## src/rtl/alu_issue_ctrl.sv

```systemverilog
// Two-stage valid/ready execute stage: decodes RV32I ops into ALU control, drives an external
// combinational ALU from stage-1 registers and captures result/branch outcome in stage 2.
// Optional ALU_ISSUE_STATS_EN adds saturating issue/taken counters.
module alu_issue_ctrl #(
    parameter int unsigned WIDTH = 32
) (
    input  logic             clk,
    input  logic             reset,
    input  logic             in_valid,
    output logic             in_ready,
    input  logic [6:0]       in_opcode,
    input  logic [2:0]       in_funct3,
    input  logic             in_funct7b5,
    input  logic [WIDTH-1:0] in_rs1,
    input  logic [WIDTH-1:0] in_rs2,
    input  logic [WIDTH-1:0] in_imm,
    input  logic [WIDTH-1:0] in_pc,
    output logic [WIDTH-1:0] alu_a,
    output logic [WIDTH-1:0] alu_b,
    output logic [3:0]       alu_ctrl,
    input  logic [WIDTH-1:0] alu_out,
    input  logic             alu_zero,
    input  logic             alu_carry,
    output logic             out_valid,
    input  logic             out_ready,
    output logic [WIDTH-1:0] out_result,
    output logic             out_taken,
    output logic             out_illegal
`ifdef ALU_ISSUE_STATS_EN
    ,
    output logic [31:0]      stat_issued,
    output logic [31:0]      stat_taken
`endif
);

    localparam logic [6:0] OPC_OP     = 7'b0110011;
    localparam logic [6:0] OPC_OP_IMM = 7'b0010011;
    localparam logic [6:0] OPC_LOAD   = 7'b0000011;
    localparam logic [6:0] OPC_STORE  = 7'b0100011;
    localparam logic [6:0] OPC_LUI    = 7'b0110111;
    localparam logic [6:0] OPC_AUIPC  = 7'b0010111;
    localparam logic [6:0] OPC_JAL    = 7'b1101111;
    localparam logic [6:0] OPC_JALR   = 7'b1100111;
    localparam logic [6:0] OPC_BRANCH = 7'b1100011;

    localparam logic [3:0] CTRL_ADD = 4'b0000;
    localparam logic [3:0] CTRL_SUB = 4'b1000;
    localparam logic [3:0] CTRL_SLT = 4'b0010;

    typedef enum logic [1:0] {
        K_ALU    = 2'd0,
        K_JUMP   = 2'd1,
        K_BRANCH = 2'd2,
        K_ILL    = 2'd3
    } kind_e;

    logic [3:0]       dec_ctrl;
    logic [WIDTH-1:0] dec_a;
    logic [WIDTH-1:0] dec_b;
    kind_e            dec_kind;

    logic             s1_valid;
    kind_e            s1_kind;
    logic [2:0]       s1_f3;
    logic             s2_free;
    logic             br_taken;
    logic [WIDTH-1:0] res_c;
    logic             taken_c;

    assign s2_free  = !out_valid || out_ready;
    assign in_ready = !s1_valid || s2_free;

    // Instruction decode into ALU op, operand selection and result kind
    always_comb begin
        dec_ctrl = CTRL_ADD;
        dec_a    = '0;
        dec_b    = '0;
        dec_kind = K_ILL;
        unique case (in_opcode)
            OPC_OP: begin
                dec_ctrl = {in_funct7b5, in_funct3};
                dec_a    = in_rs1;
                dec_b    = in_rs2;
                dec_kind = K_ALU;
            end
            OPC_OP_IMM: begin
                dec_ctrl = {in_funct7b5 & (in_funct3 == 3'b101), in_funct3};
                dec_a    = in_rs1;
                dec_b    = in_imm;
                dec_kind = K_ALU;
            end
            OPC_LOAD, OPC_STORE: begin
                dec_a    = in_rs1;
                dec_b    = in_imm;
                dec_kind = K_ALU;
            end
            OPC_LUI: begin
                dec_b    = in_imm;
                dec_kind = K_ALU;
            end
            OPC_AUIPC: begin
                dec_a    = in_pc;
                dec_b    = in_imm;
                dec_kind = K_ALU;
            end
            OPC_JAL, OPC_JALR: begin
                dec_a    = in_pc;
                dec_b    = WIDTH'(4);
                dec_kind = K_JUMP;
            end
            OPC_BRANCH: begin
                if (in_funct3[2:1] != 2'b01) begin
                    dec_ctrl = (in_funct3[2:1] == 2'b10) ? CTRL_SLT : CTRL_SUB;
                    dec_a    = in_rs1;
                    dec_b    = in_rs2;
                    dec_kind = K_BRANCH;
                end
            end
            default: ;
        endcase
    end

    // Stage 1: holds decoded op; ALU is driven only from these registers
    always_ff @(posedge clk or posedge reset) begin
        if (reset) begin
            s1_valid <= 1'b0;
            alu_a    <= '0;
            alu_b    <= '0;
            alu_ctrl <= CTRL_ADD;
            s1_kind  <= K_ALU;
            s1_f3    <= 3'b000;
        end else if (in_ready) begin
            s1_valid <= in_valid;
            if (in_valid) begin
                alu_a    <= dec_a;
                alu_b    <= dec_b;
                alu_ctrl <= dec_ctrl;
                s1_kind  <= dec_kind;
                s1_f3    <= in_funct3;
            end
        end
    end

    // Branch condition from ALU flags; funct3 bit 0 inverts the sense
    always_comb begin
        br_taken = 1'b0;
        unique case (s1_f3[2:1])
            2'b00:   br_taken = alu_zero;
            2'b10:   br_taken = alu_out[0];
            2'b11:   br_taken = alu_carry;
            default: br_taken = 1'b0;
        endcase
        br_taken = br_taken ^ s1_f3[0];
    end

    always_comb begin
        res_c   = '0;
        taken_c = 1'b0;
        unique case (s1_kind)
            K_ALU:    res_c = alu_out;
            K_JUMP: begin
                res_c   = alu_out;
                taken_c = 1'b1;
            end
            K_BRANCH: taken_c = br_taken;
            default:  ;
        endcase
    end

    // Stage 2: result register, refilled whenever empty or being drained
    always_ff @(posedge clk or posedge reset) begin
        if (reset) begin
            out_valid   <= 1'b0;
            out_result  <= '0;
            out_taken   <= 1'b0;
            out_illegal <= 1'b0;
        end else if (s2_free) begin
            out_valid <= s1_valid;
            if (s1_valid) begin
                out_result  <= res_c;
                out_taken   <= taken_c;
                out_illegal <= (s1_kind == K_ILL);
            end
        end
    end

`ifdef ALU_ISSUE_STATS_EN
    always_ff @(posedge clk or posedge reset) begin
        if (reset) begin
            stat_issued <= 32'd0;
            stat_taken  <= 32'd0;
        end else if (out_valid && out_ready) begin
            if (stat_issued != 32'hFFFF_FFFF) stat_issued <= stat_issued + 32'd1;
            if (out_taken && (stat_taken != 32'hFFFF_FFFF)) stat_taken <= stat_taken + 32'd1;
        end
    end
`endif

endmodule
```

## config.mk

```make
export PLATFORM = sky130hd
export DESIGN_NAME = alu_issue_ctrl
export DESIGN_NICKNAME = d
export VERILOG_FILES = /design/src/rtl/alu_issue_ctrl.sv
export SDC_FILE = /design/constraint.sdc
export NUM_CORES = 1
export LEC_CHECK = 0
export CORE_AREA = 2 2 132 134
export DETAILED_ROUTE_END_ITERATION = 16
export DIE_AREA = 0 0 134 136
export DONT_BUFFER_PORTS = 1
export PLACE_DENSITY_LB_ADDON = 0.05
export SETUP_SLACK_MARGIN = 0.4
export SLEW_MARGIN = 20
export SYNTH_ARGS = -nofsm -noshare
export SYNTH_HDL_FRONTEND = slang
export SYNTH_SLANG_ARGS = --single-unit
```

## constraint.sdc

```tcl
create_clock -name clk -period 9.7 [get_ports clk]
set_clock_uncertainty 0.1 [all_clocks]
set_input_delay 1.455 -clock clk [delete_from_list [all_inputs] [get_ports clk]]
set_output_delay 1.455 -clock clk [all_outputs]
set_load 0.005 [all_outputs]
```

==> results.md, run 1 <==
Outcome:
- The run finished with clean final reports.

Power and ir drop:
- Power spread over the standard cell area amounts to 182 mW/mm^2.
- In this run, the clock network consumes 39.1% of the power.
- Per report_power, the sequential group accounts for 52.0% of the total.
- The design internal power is 0.743 mW.
- The switching power of the nets is 0.253 mW.
- The analysis attributes to cell leakage a power of 2.41 nW.
- Of the total power, combinational logic draws 8.9%.
- The worst voltage drop across the vdd grid is 79.0 uV.
- Of the total power, the share spent switching nets is 25.4%.

Critical path:
- The worst reg-to-reg path cell count is 5.
- STA classifies the critical path endpoint as an output pin.
- For this design, the slowest cell found on the critical path is and3b_1.
- The type of origin of the critical path is a primary input.
- The kind of cell adding the most delay to the critical path is simple AND/OR/NAND/NOR gates.
- The kind of critical path is in2out.
- The end of the worst register-to-register path is s1_kind[0]$_DFFE_PP0P_.
- The largest single stage delay on the critical path is 0.31 ns.
- The data required time of the critical path is 8.15 ns.
- The signal arrival time at the worst endpoint is 1.94 ns.
- Walking the worst path, the cells encountered are and3b_1 -> inv_1.
- Counting both buffers and inverters, the worst setup path holds a total of 1.
- In this run the worst path has a maximum fanout of 4.
- The source of the worst register-to-register timing path is s1_valid$_DFFE_PP0N_.
- Setup slack on the worst reg-to-reg path comes out at 7.37 ns.

Logic synthesis:
- The prevailing post-synth register cell is dfrtp_1.
- In this run the mean area of a mapped cell was 9.74 um^2.
- The async set-reset flop share out of synthesis is 100%.
- The post-synthesis sequential element count is 109.
- The synthesized netlist devotes 19.3% of its cell area to compound gates.
- Sequential elements use 54.7% of the synthesized area.
- The adder-cell share of the synthesized area is 1.50%.
- In this run the cell area of the synthesized design comes to 0.00499 mm^2.
- In this run, synthesis inferred 0 flip-flops with an integrated enable.
- The total number of yosys warnings is 0.
- The number of different library cells used by synthesis comes to 44.
- After Yosys synthesis, XOR and XNOR cells account for 0.176% of the synthesized area.
- The number of instances in the synthesized netlist is 512.
- The main combinational cell family by area after synthesis is compound AO/OA/AOI/OAI gates.
- The number of nets handed over by synthesis was 695.
- The fraction of synthesized area in multiplexers is 0.627%.
- The area share of and/or/nand/nor cells after synthesis is 19.1%.

STA:
- The final-report hold violation count is 0.
- The worst path in the final design needs a cycle of 3.50 ns, including I/O delays and setup.
- The total setup violations reported at the end of the flow is 0.
- Hold timing on the final database bottoms out at a slack of 0.400 ns.
- The transition time of the tightest slew-check pin is 0.935 ns.
- The worst pin sits at a relative slew slack of 37.6%.
- The final cycle utilization of the critical path is 36.1%.
- The final max-slew violation count was 0.
- The total negative slack is 0 ns.
- Setup repair after global routing left no endpoint under its margin.
- The peak clock frequency supported by timing is 0.286 GHz.

Detailed routing:
- The first TritonRoute pass finished after 5 iterations.
- After detailed routing, the number of vias per cell comes to 5.00.
- In the routed design, unresolved DRC markers number 0.
- Wires add up to 13300 um.
- After detailed routing, the average wire length per cell comes to 18.5 um.
- The DRC marker count from the first detailed-route iteration is 150.
- The total vias in the final route is 3602.
- The number of nets with antenna violations after detailed routing is 0.

Floorplanning:
- In this run the standard cell core region covers 0.0169 mm^2.
- The die is 136 um tall.
- The area enclosed by the die boundary is 0.0182 mm^2.
- The die is 134 um wide.
- The initial standard-cell utilization of the core is 29.6%.
- The floorplan has 48 rows.
- The top-level port count is 281.

Final layout:
- Leaving out fill and tap cells, the most frequent cell in the layout is nand2_1.
- The library cells used most frequently in the layout, excluding fill and tap cells, are nand2_1 (144), dfrtp_1 (109), nor2_1 (65), o21ai_0 (36), a221oi_1 (32).
- The multi-input combinational cells in the finished layout cover a total of 0.00206 mm^2.
- The register area is 0.00273 mm^2.
- In the final design database the tool counted 675 nets.
- The number of antenna diodes in the final layout is 0.
- In the final layout, the share of cells above drive strength 1 is 11.1%.
- The final-layout fill cell count is 1768.
- From synthesis to final layout, the design area changed by 9.46%.

Worst hold path:
- The endpoint of the worst hold path is s1_f3[0]$_DFFE_PP0P_.
- The number of cells on the worst hold path is 2.
- The path type of the worst min-delay path is reg2reg.
- The critical hold path startpoint is s1_f3[0]$_DFFE_PP0P_.

CTS:
- The tree is rooted in a clkbuf_16.
- Buffers added to address setup during post-CTS repair amount to 0.
- CTS built an H-tree with a depth of 3.
- In this run, post-CTS repair resized a total of 0 instances.
- Clock-pin slew was measured on the worst setup and hold paths at 0.07 ns.
- The TritonCTS clock tree is yes.
- Buffers inserted during clock tree synthesis total 9.
- The count of hold-fix buffers inserted at cts is 0.
- The number of clock sinks is 109.
- The maximum root-to-sink buffer count is 2.
- At the later pin of the worst-skew pair, clock insertion delay measures 0.34 ns.

Place:
- Once detailed placement completed, the half-perimeter wirelength came to 9480 um.
- The number of buffers inserted by port buffering is 0.
- The congestion estimate from routability-driven global placement came to 0.720.

Global route:
- Summed over all layers, the global routing overflow is 0.
- The maximum number of pins on one net before global-route repair is 78.
- The via count of the first global-routing pass is 3604.
- The all-layer global routing usage is 14.5%.
- The first-pass GRT wire length is 20200 um.
- The number of antenna violations at the first check in global routing is 0.

Flow run:
- The tool flagged a number of max-cap violations equal to 0.
[area by class of cell]
| cell class | instances | area share [%] |
|---|---|---|
| Timing Repair Buffer | 5 | 0.894 |
| Clock inverter | 4 | 1.35 |
| Clock buffer | 11 | 4.26 |
| Inverter | 8 | 0.596 |
| Sequential cell | 109 | 50.0 |
| Multi-Input combinational cell | 359 | 37.8 |
| Tap cell | 225 | 5.16 |
[state kept, by name, summed over array words and instances, names as in the netlist, 2 cells and up]
signal / count
s1_f3: 3
s1_kind: 2
alu_ctrl: 4
out_result: 32
alu_a: 32
alu_b: 32
[synthesized netlist by cell type (2+ instances only)]
cell type,n,share of area (%)
nand2_1,146,11
dfrtp_1,109,55
nor2_1,66,5.0
o21ai_0,36,3.6
a221oi_1,32,5.6
clkbuf_1,22,1.7
a22oi_2,20,5.0
a22oi_1,13,2.0
inv_1,8,0.60
buf_6,6,1.4
ha_1,6,1.5
buf_4,4,0.60
nand2b_1,3,0.38
nor3_1,3,0.30
or2_2,3,0.38
a22o_1,2,0.35
a32oi_1,2,0.35
buf_1,2,0.15
mux2i_1,2,0.40
nand3_1,2,0.20
nand4_1,2,0.25
[through the flow]
stage / util (%) / total power, mW / setup WS, ns / area (um^2) / std cells
after floorplan: - / 0.592 / 5.27 / 4990 / 512
final: 32.4 / 0.996 / 6.20 / 5460 / 721
after detailed placement: 30.4 / 0.620 / 6.19 / 5130 / 705
after global placement: 30.4 / 0.617 / 6.21 / 5130 / 705
after global routing: 32.4 / 1.05 / 6.13 / 5460 / 721
after CTS: 32.2 / 1.02 / 6.18 / 5440 / 720
[how the worst max path moves through the flow]
stage,end,slack (ns),startpoint,depth (start not counted)
detailed placement,in_ready,6.19,out_ready,2
floorplan,alu_a[0]$_DFFE_PP0P_,5.27,reset,1
global route,in_ready,6.13,out_ready,2
CTS,in_ready,6.18,out_ready,2
global placement,in_ready,6.21,out_ready,2
finish,in_ready,6.20,out_ready,2
[power by group through the flow]
stage          clock network, mW  registers [mW]  logic (mW)
6_report                   0.390           0.518      0.0890
4_1_cts                    0.410           0.519      0.0918
3_3_place_gp                   0           0.528      0.0891
2_1_floorplan                  0           0.517      0.0755
5_1_grt                    0.423           0.522       0.105
3_5_place_dp                   0           0.527      0.0922
[cells by family (layout without fill, tap and decap cells)]
kind of cell / count (synthesis) / count (layout)
adders and majority gates: 6 / 6
AOI/OAI and AO/OA: 115 / 115
xor gates and xnor gates: 1 / 1
buffers and inverters: 44 / 28
DFF: 109 / 109
and+or+nand+nor: 234 / 234
muxes: 3 / 3
[routing by layer]
metal  vias up  share of wire (%)  GRT usage (%)
met2       183                 47           22.3
met1      1684                 39           17.6
met3        19                 11           6.41
met4         0                2.1           6.15
li1       1716                  -              -
met5         -                  0              0
(Power assumes the default switching activity.)
==> run 2, diff against run 1 <==
==> constraint.sdc (replaced) <==
create_clock -name clk -period 3.5 [get_ports clk]
set_clock_uncertainty 0.1 [all_clocks]
set_input_delay 0.525 -clock clk [delete_from_list [all_inputs] [get_ports clk]]
set_output_delay 0.525 -clock clk [all_outputs]
set_load 0.005 [all_outputs]
==> run 2 against run 1 <==
Net effect: core utilization about the same; first-iteration DRC count grew 49%; critical path type is now reg2reg; final cell count grew 0.14%; sequential share of layout area fell by 0.057 points; die area did not move; combinational power rose to 2.8 times the previous value; count of clock-buffer cells in the layout grew 1; critical path depth up 3; largest cell class unchanged; non-clock buffer count grew 1; register-to-register slack worse by 6.2 ns; critical endpoint is now s1_kind[0]$_DFFE_PP0P_; sequential cell count stayed put; global-route usage is 0.22 points higher.
==> results.md, run 2 (same netlist as run 1, synthesis figures left out) <==
Detailed routing:
- The total vias in the final route came to 3640 (+1.1%).
- The final routed wirelength across all metal layers was 13700 um (+2.8%).
- The number of nets with antenna violations after detailed routing is 0 (unchanged).
- The DRC marker count from the first detailed-route iteration came to 224 (+49%).
- The number of optimization iterations in the first detailed-route pass is 4 (-1).
- The average wire per cell in the routed design is 19.0 um (+2.6%).
- The post-route DRC violation count is 0 (unchanged).
- The mean number of vias per cell was 5.04 (+0.92%).

STA:
- The worst path in the final design needs a cycle of 2.28 ns, including I/O delays and setup.
- The final max-slew violation count came to 0 (unchanged).
- The headroom to the max-slew limit is 31.2% (-6.4 points).
- The transition time of the tightest slew-check pin is 1.03 ns (+0.0922 ns).
- The total negative slack was 0 ns (unchanged).
- Setup repair after global routing left no endpoint under its margin.
- The final critical path takes up 65.2% of the cycle.
- The total setup violations reported at the end of the flow is 0 (unchanged).
- The peak clock frequency supported by timing is 0.438 GHz.
- The final-report hold violation count is 0 (unchanged).

Final layout:
- From synthesis to final layout, the design area changed by 9.58%.
- The final cell count without fillers is 722 (+0.14%).
- The register area is 0.00273 mm^2 (unchanged).
- The post-route cell area was 0.00547 mm^2 (+0.11%).
- The most common cell after layout, fill and taps aside is nand2_1.
- The final-layout fill cell count is 1779 (+0.62%).
- The area of combinational cells with multiple inputs is 0.00206 mm^2 (-0.30%).
- The top cell types in the final layout, fill and taps aside, are nand2_1 (144), dfrtp_1 (109), nor2_1 (65), o21ai_0 (36), a221oi_1 (32).
- The number of antenna repair diodes was 0 (unchanged).
- The largest registers in the layout are alu_a x32, alu_b x32, out_result x32.
- The number of nets in the layout is 676 (+0.15%).
- The share of layout cells above drive strength 1 came to 11.3% (+0.18 points).

Critical path:
- The data required time of the critical path came to 3.58 ns (-4.57 ns).
- The startpoint identified for the worst register-to-register timing path is s1_valid$_DFFE_PP0N_.
- In this run the critical register-to-register path is captured at s1_kind[0]$_DFFE_PP0P_.
- The signal arrival time at the worst endpoint came to 2.36 ns (+0.42 ns).
- The worst reg-to-reg path cell count is 5 (unchanged).
- The nature of the critical path endpoint is a flop.
- The slack of the worst reg-to-reg path is 1.22 ns (-6.15 ns).
- The critical path startpoint is s1_valid$_DFFE_PP0N_.
- The largest driver fanout on the critical path was 76 (+72).
- The type of origin of the critical path is a flop.
- The worst setup path is of the reg2reg kind.

CTS:
- The maximum root-to-sink buffer count is 2 (unchanged).
- The setup fix buffers added after clock tree synthesis was 0 (unchanged).
- The number of clock sinks came to 109 (unchanged).
- The clock-pin transition on the worst setup and hold timing paths is 0.07 ns (about the same).
- The count of hold-fix buffers inserted at cts is 0 (unchanged).
- The clock buffer count from CTS is 9 (unchanged).
- TritonCTS built the clock tree.
- The cell sitting at the root of the clock tree is a clkbuf_16.
- The total of cells resized after clock tree synthesis came to 0 (unchanged).
- The H-tree depth is 3 (unchanged).
- The clock network latency to the later pin of the worst-skew pair is 0.34 ns (about the same).

Floorplanning:
- The row count is 48 (unchanged).
- The core outline area is 0.0169 mm^2 (unchanged).
- The initial standard-cell utilization of the core is 29.6% (unchanged).
- The vertical die dimension is 136 um (unchanged).
- The top-level port count is 281 (unchanged).
- The area enclosed by the die boundary is 0.0182 mm^2 (unchanged).
- The overall die width is 134 um (unchanged).

Place:
- The routability congestion estimate from global placement is 0.747 (+3.8%).
- The number of buffers inserted by port buffering was 0 (unchanged).
- The estimated wirelength of the detail-placed design came to 9670 um (+2.0%).
- The post-placement cell count was 706 (+0.14%).
- The cell area after placement is 0.00515 mm^2 (+0.41%).

Global route:
- The maximum number of pins on one net before global-route repair was 77 (-1.3%).
- The first-pass GRT wire length is 20600 um (+2.1%).
- The via count of the first global-routing pass was 3595 (-0.25%).
- The total overflow reported by the global router was 0 (unchanged).
- The number of antenna violations at the first check in global routing was 0 (unchanged).
- The all-layer global routing usage came to 14.7% (+0.22 points).

Power and ir drop:
- The total power draw was 2.74 mW (+180%).
- The total power per unit cell area is 501 mW/mm^2 (+170%).
- The proportion of total power due to net switching came to 26.0% (+0.61 points).
- The worst voltage drop across the vdd grid was 229 uV (+190%).
- The share of power burned in registers came to 52.3% (+0.3 points).
- The leakage power is 2.41 nW (-0.13%).
- The proportion of power drawn by combinational gates was 9.1% (+0.2 points).
- The design internal power is 2.03 mW (+170%).
- The switching power of the nets came to 0.713 mW (+180%).
- The power share of the clock group is 38.6% (-0.5 points).

Worst hold path:
- The path class of the tightest hold or removal check is in2async.

Flow run:
- The number of max-cap violations is 0 (unchanged).

Outcome:
- The run finished with clean final reports.
==> run 2: cell count changes in the layout (fill, tap and decap cells not counted), sizes merged <==
cell	delta
clkbuf	+1
clkinv	-2
clkinvlp	+3
buf	+1
bufinv	-1
inv	-1
==> run 2: metal layers <==
metal  track usage [%]  vias up  share of wire (%)  routed length (um)
met5                 0        -                  0                   0
met4              4.96        0                1.5                 211
met3              6.67       11                 11                1560
met2              22.8      186                 46                6330
met1              18.1     1726                 41                5600
li1                  -     1717                  -                   -
==> run 2: critical path: stages, from the launching register on <==
cell and delay, ns:
dfrtp_1 0.42, and3b_1 0.26, inv_1 0.22, nand2_4 0.52, a21oi_1 0.45, a32oi_1 0.14
==> run 2: how the worst max path moves through the flow <==
stage | slack, ns | depth (start not counted) | endpoint
CTS | 1.13 | 5 | s1_kind[0]$_DFFE_PP0P_
global route | 0.99 | 5 | alu_ctrl[0]$_DFFE_PP0P_
global placement | 1.09 | 5 | alu_ctrl[2]$_DFFE_PP0P_
detailed placement | 1.03 | 5 | alu_ctrl[2]$_DFFE_PP0P_
floorplan | 1.41 | 7 | alu_a[0]$_DFFE_PP0P_
finish | 1.22 | 5 | s1_kind[0]$_DFFE_PP0P_
==> run 2: area by class of cell <==
cell class / count / share of cell area (%)
Clock buffer: 12 / 4.69
Clock inverter: 3 / 0.824
Inverter: 8 / 0.618
Multi-Input combinational cell: 359 / 37.6
Sequential cell: 109 / 49.9
Tap cell: 225 / 5.15
Timing Repair Buffer: 6 / 1.19
==> run 2: through the flow <==
stage,hold slack (ns),utilization [%],setup WS [ns]
2_1_floorplan,0.366,-,1.41
3_3_place_gp,0.386,30.5,1.09
3_5_place_dp,0.384,30.5,1.03
4_1_cts,0.135,32.3,1.13
5_1_grt,0.165,32.4,0.992
6_report,0.105,32.4,1.22
==> run 2: power by group through the flow <==
stage / Sequential (mW) / Combinational [mW] / Clock, mW
floorplan: 1.43 / 0.210 / 0
global placement: 1.46 / 0.248 / 0
detailed placement: 1.46 / 0.256 / 0
CTS: 1.44 / 0.256 / 1.10
global route: 1.45 / 0.293 / 1.15
finish: 1.43 / 0.249 / 1.06
==> run 3, diff against run 2 <==
==> constraint.sdc (replaced) <==
create_clock -name clk -period 1.88 [get_ports clk]
set_clock_uncertainty 0.1 [all_clocks]
set_input_delay 0.282 -clock clk [delete_from_list [all_inputs] [get_ports clk]]
set_output_delay 0.282 -clock clk [all_outputs]
set_load 0.005 [all_outputs]
==> run 3 against run 2 <==
Net effect: global-route usage is 2.4 points higher; critical path depth is 1 higher; critical path type unchanged; first-iteration DRC count is 46% lower; routed wire length is 17% higher; final cell count is 22% higher; hold slack worse by 0.10 ns; power is 96% higher; clock power is 72% higher; largest power group unchanged; via count is 17% higher; highest routed layer unchanged.
==> results.md, run 3 (same netlist as run 1, synthesis figures left out) <==
Place:
- The number of buffers inserted by port buffering came to 0 (unchanged).
- The routability congestion estimate from global placement is 0.730 (-2.3%).
- The post-placement cell count is 719 (+1.8%).
- The estimated wirelength of the detail-placed design is 10200 um (+5.2%).

Floorplanning:
- The area enclosed by the die boundary came to 0.0182 mm^2 (unchanged).
- The row count is 48 (unchanged).
- The initial standard-cell utilization of the core is 29.6% (unchanged).
- The top-level port count is 281 (unchanged).
- The overall die width came to 134 um (unchanged).
- The vertical die dimension was 136 um (unchanged).
- The core outline area came to 0.0169 mm^2 (unchanged).

STA:
- Setup repair after global routing could not meet its margin everywhere.
- The total negative slack is 0 ns (unchanged).
- The peak clock frequency supported by timing is 0.604 GHz (+38%).
- The final-report hold violation count came to 0 (unchanged).
- The headroom to the max-slew limit was 67.9% (+37 points).
- The transition time of the tightest slew-check pin is 0.482 ns (-0.545 ns).
- The final cycle utilization of the critical path is 88.1% (+23 points).
- The total setup violations reported at the end of the flow was 0 (unchanged).
- The minimum clock period is 1.66 ns (-0.627 ns).
- The final max-slew violation count is 0 (unchanged).

Global route:
- The number of antenna violations at the first check in global routing is 0 (unchanged).
- The total overflow reported by the global router is 0 (unchanged).
- The all-layer global routing usage is 17.1% (+2.4 points).
- The maximum number of pins on one net before global-route repair came to 74 (-3.9%).
- The via count of the first global-routing pass came to 4527 (+26%).
- The first-pass GRT wire length is 24300 um (+18%).

Detailed routing:
- The total vias in the final route came to 4259 (+17%).
- The number of optimization iterations in the first detailed-route pass is 4 (unchanged).
- The mean number of vias per cell is 4.85 (-3.9%).
- The final routed wirelength across all metal layers is 16100 um (+17%).
- The number of nets with antenna violations after detailed routing is 0 (unchanged).
- The average wire per cell in the routed design is 18.3 um (-3.5%).
- The DRC marker count from the first detailed-route iteration was 122 (-46%).
- The post-route DRC violation count is 0 (unchanged).

Critical path:
- The nature of the critical path endpoint is a flop.
- The largest driver fanout on the critical path is 12 (-84%).
- The type of origin of the critical path is a flop.
- The slowest stage of the critical path belongs to the cell dfrtp_1.
- The longest individual stage delay on the worst path came to 0.42 ns (-0.10 ns).
- The critical path goes through and3b_2 -> inv_4 -> nand2_8 -> buf_16 -> a221oi_1 -> nor2_1.
- The kind of critical path is reg2reg.
- The data required time of the critical path was 2.00 ns (-1.58 ns).
- The signal arrival time at the worst endpoint came to 1.78 ns (-0.58 ns).

CTS:
- The number of clock sinks came to 109 (unchanged).
- The clock buffer count from CTS is 9 (unchanged).
- The maximum root-to-sink buffer count is 2 (unchanged).
- The H-tree depth is 3 (unchanged).
- The clock-pin transition on the worst setup and hold timing paths is 0.07 ns (about the same).
- TritonCTS built the clock tree.
- The cell sitting at the root of the clock tree is a clkbuf_16.
- The clock network latency to the later pin of the worst-skew pair is 0.34 ns (about the same).

Final layout:
- In the layout the commonest cells are nand2_1 (144), dlygate4sd3_1 (134), dfrtp_1 (108), nor2_1 (65), o21ai_0 (34).
- The final-layout fill cell count is 1596 (-10%).
- The number of antenna repair diodes came to 0 (unchanged).
- The final cell count without fillers is 879 (+22%).
- The core occupancy in the finished layout is 44.2% (+12 points).
- The share of layout cells above drive strength 1 came to 19.9% (+8.6 points).
- The largest registers in the layout are alu_a x32, alu_b x32, out_result x32.
- The area overhead of the layout relative to synthesis is 49.5%.
- The library cell used most frequently in the layout, excluding fill and tap cells, is nand2_1.
- The number of nets in the layout is 832 (+23%).

Power and ir drop:
- The worst voltage drop across the vdd grid is 419 uV (+83%).
- The total power per unit cell area was 721 mW/mm^2 (+44%).
- The leakage power is 3.24 nW (+34%).

Worst hold path:
- In this run the worst hold path is classified as in2reg.

Flow run:
- The number of max-cap violations is 0 (unchanged).

Outcome:
- The run finished with clean final reports.
run 3: changes by cell type in the layout (fill, tap and decap cells not counted), sizes merged:
| cell | delta |
|---|---|
| clkinvlp | -1 |
| clkinv | +3 |
| bufinv | -1 |
| or2 | +3 |
| dlygate4sd3 | +134 |
| inv | +1 |
| buf | +18 |
run 3: final timing paths:
path / slack (ns) / startpoint / to / depth (start not counted)
max reg2reg: 0.22 / out_valid$_DFFE_PP0P_ / alu_b[13]$_DFFE_PP0P_ / 6
min reg2reg: 0.41 / s1_f3[1]$_DFFE_PP0P_ / s1_f3[1]$_DFFE_PP0P_ / 2
max: 0.22 / out_valid$_DFFE_PP0P_ / alu_b[13]$_DFFE_PP0P_ / 6
min in group asynchronous: 0.42 / reset / alu_a[29]$_DFFE_PP0P_ / 3
min: 0.003 / in_imm[9] / alu_b[9]$_DFFE_PP0P_ / 2
max in group asynchronous: 0.84 / reset / alu_a[8]$_DFFE_PP0P_ / 3
run 3: what timing repair did:
action	CTS	global route
hold buffers	133	1
pin swaps	5	3
gates resized for setup	43	22
endpoints found under the setup margin	80	106
buffers inserted	2	3
gates cloned	3	2
endpoints found under the hold margin	195	1
run 3: layout make-up:
class | count | area [um^2] | share of cell area [%]
multi-input cells | 362 | 2430 | 32.5
clock inverters | 5 | 35.0 | 0.470
flip-flops and latches | 109 | 2730 | 36.6
repair buffers | 159 | 1690 | 22.7
clock buffers | 11 | 243 | 3.26
inverters | 8 | 48.8 | 0.654
well taps | 225 | 282 | 3.78
run 3: stage by stage:
step	setup WS [ns]	hold slack, ns	instance area [um^2]	power, mW
after detailed placement	0.0402	0.216	5380	3.25
after global placement	0.0565	0.210	5380	3.23
final	0.224	0.00261	7460	5.37
after CTS	0.176	0.000297	7270	5.42
after global routing	0.167	-0.00424	7460	5.66
after floorplan	0.119	0.287	5110	3.08
run 3: power by group:
group | leakage, nW | switching (mW) | internal, mW | total [mW]
sequential | 1.43 | 0.155 | 2.52 | 2.67
combinational | 1.67 | 0.427 | 0.454 | 0.882
clock | 0.136 | 0.880 | 0.940 | 1.82
total | 3.24 | 1.46 | 3.91 | 5.37
run 3: per-layer routing:
layer | global-route usage (%) | vias up | wire [um]
met4 | 6.62 | 0 | 299
met1 | 20.2 | 2030 | 6470
met3 | 5.07 | 20 | 1310
met2 | 29.4 | 169 | 8010
li1 | - | 2040 | -
met5 | 0 | - | 0
run 3: worst max-delay path: cells and delay by family, from the launching register on:
kind / cells / cell delay, ns
simple gates: 3 / 0.49
compound gates: 1 / 0.22
flops: 1 / 0.42
buf+inv: 2 / 0.30
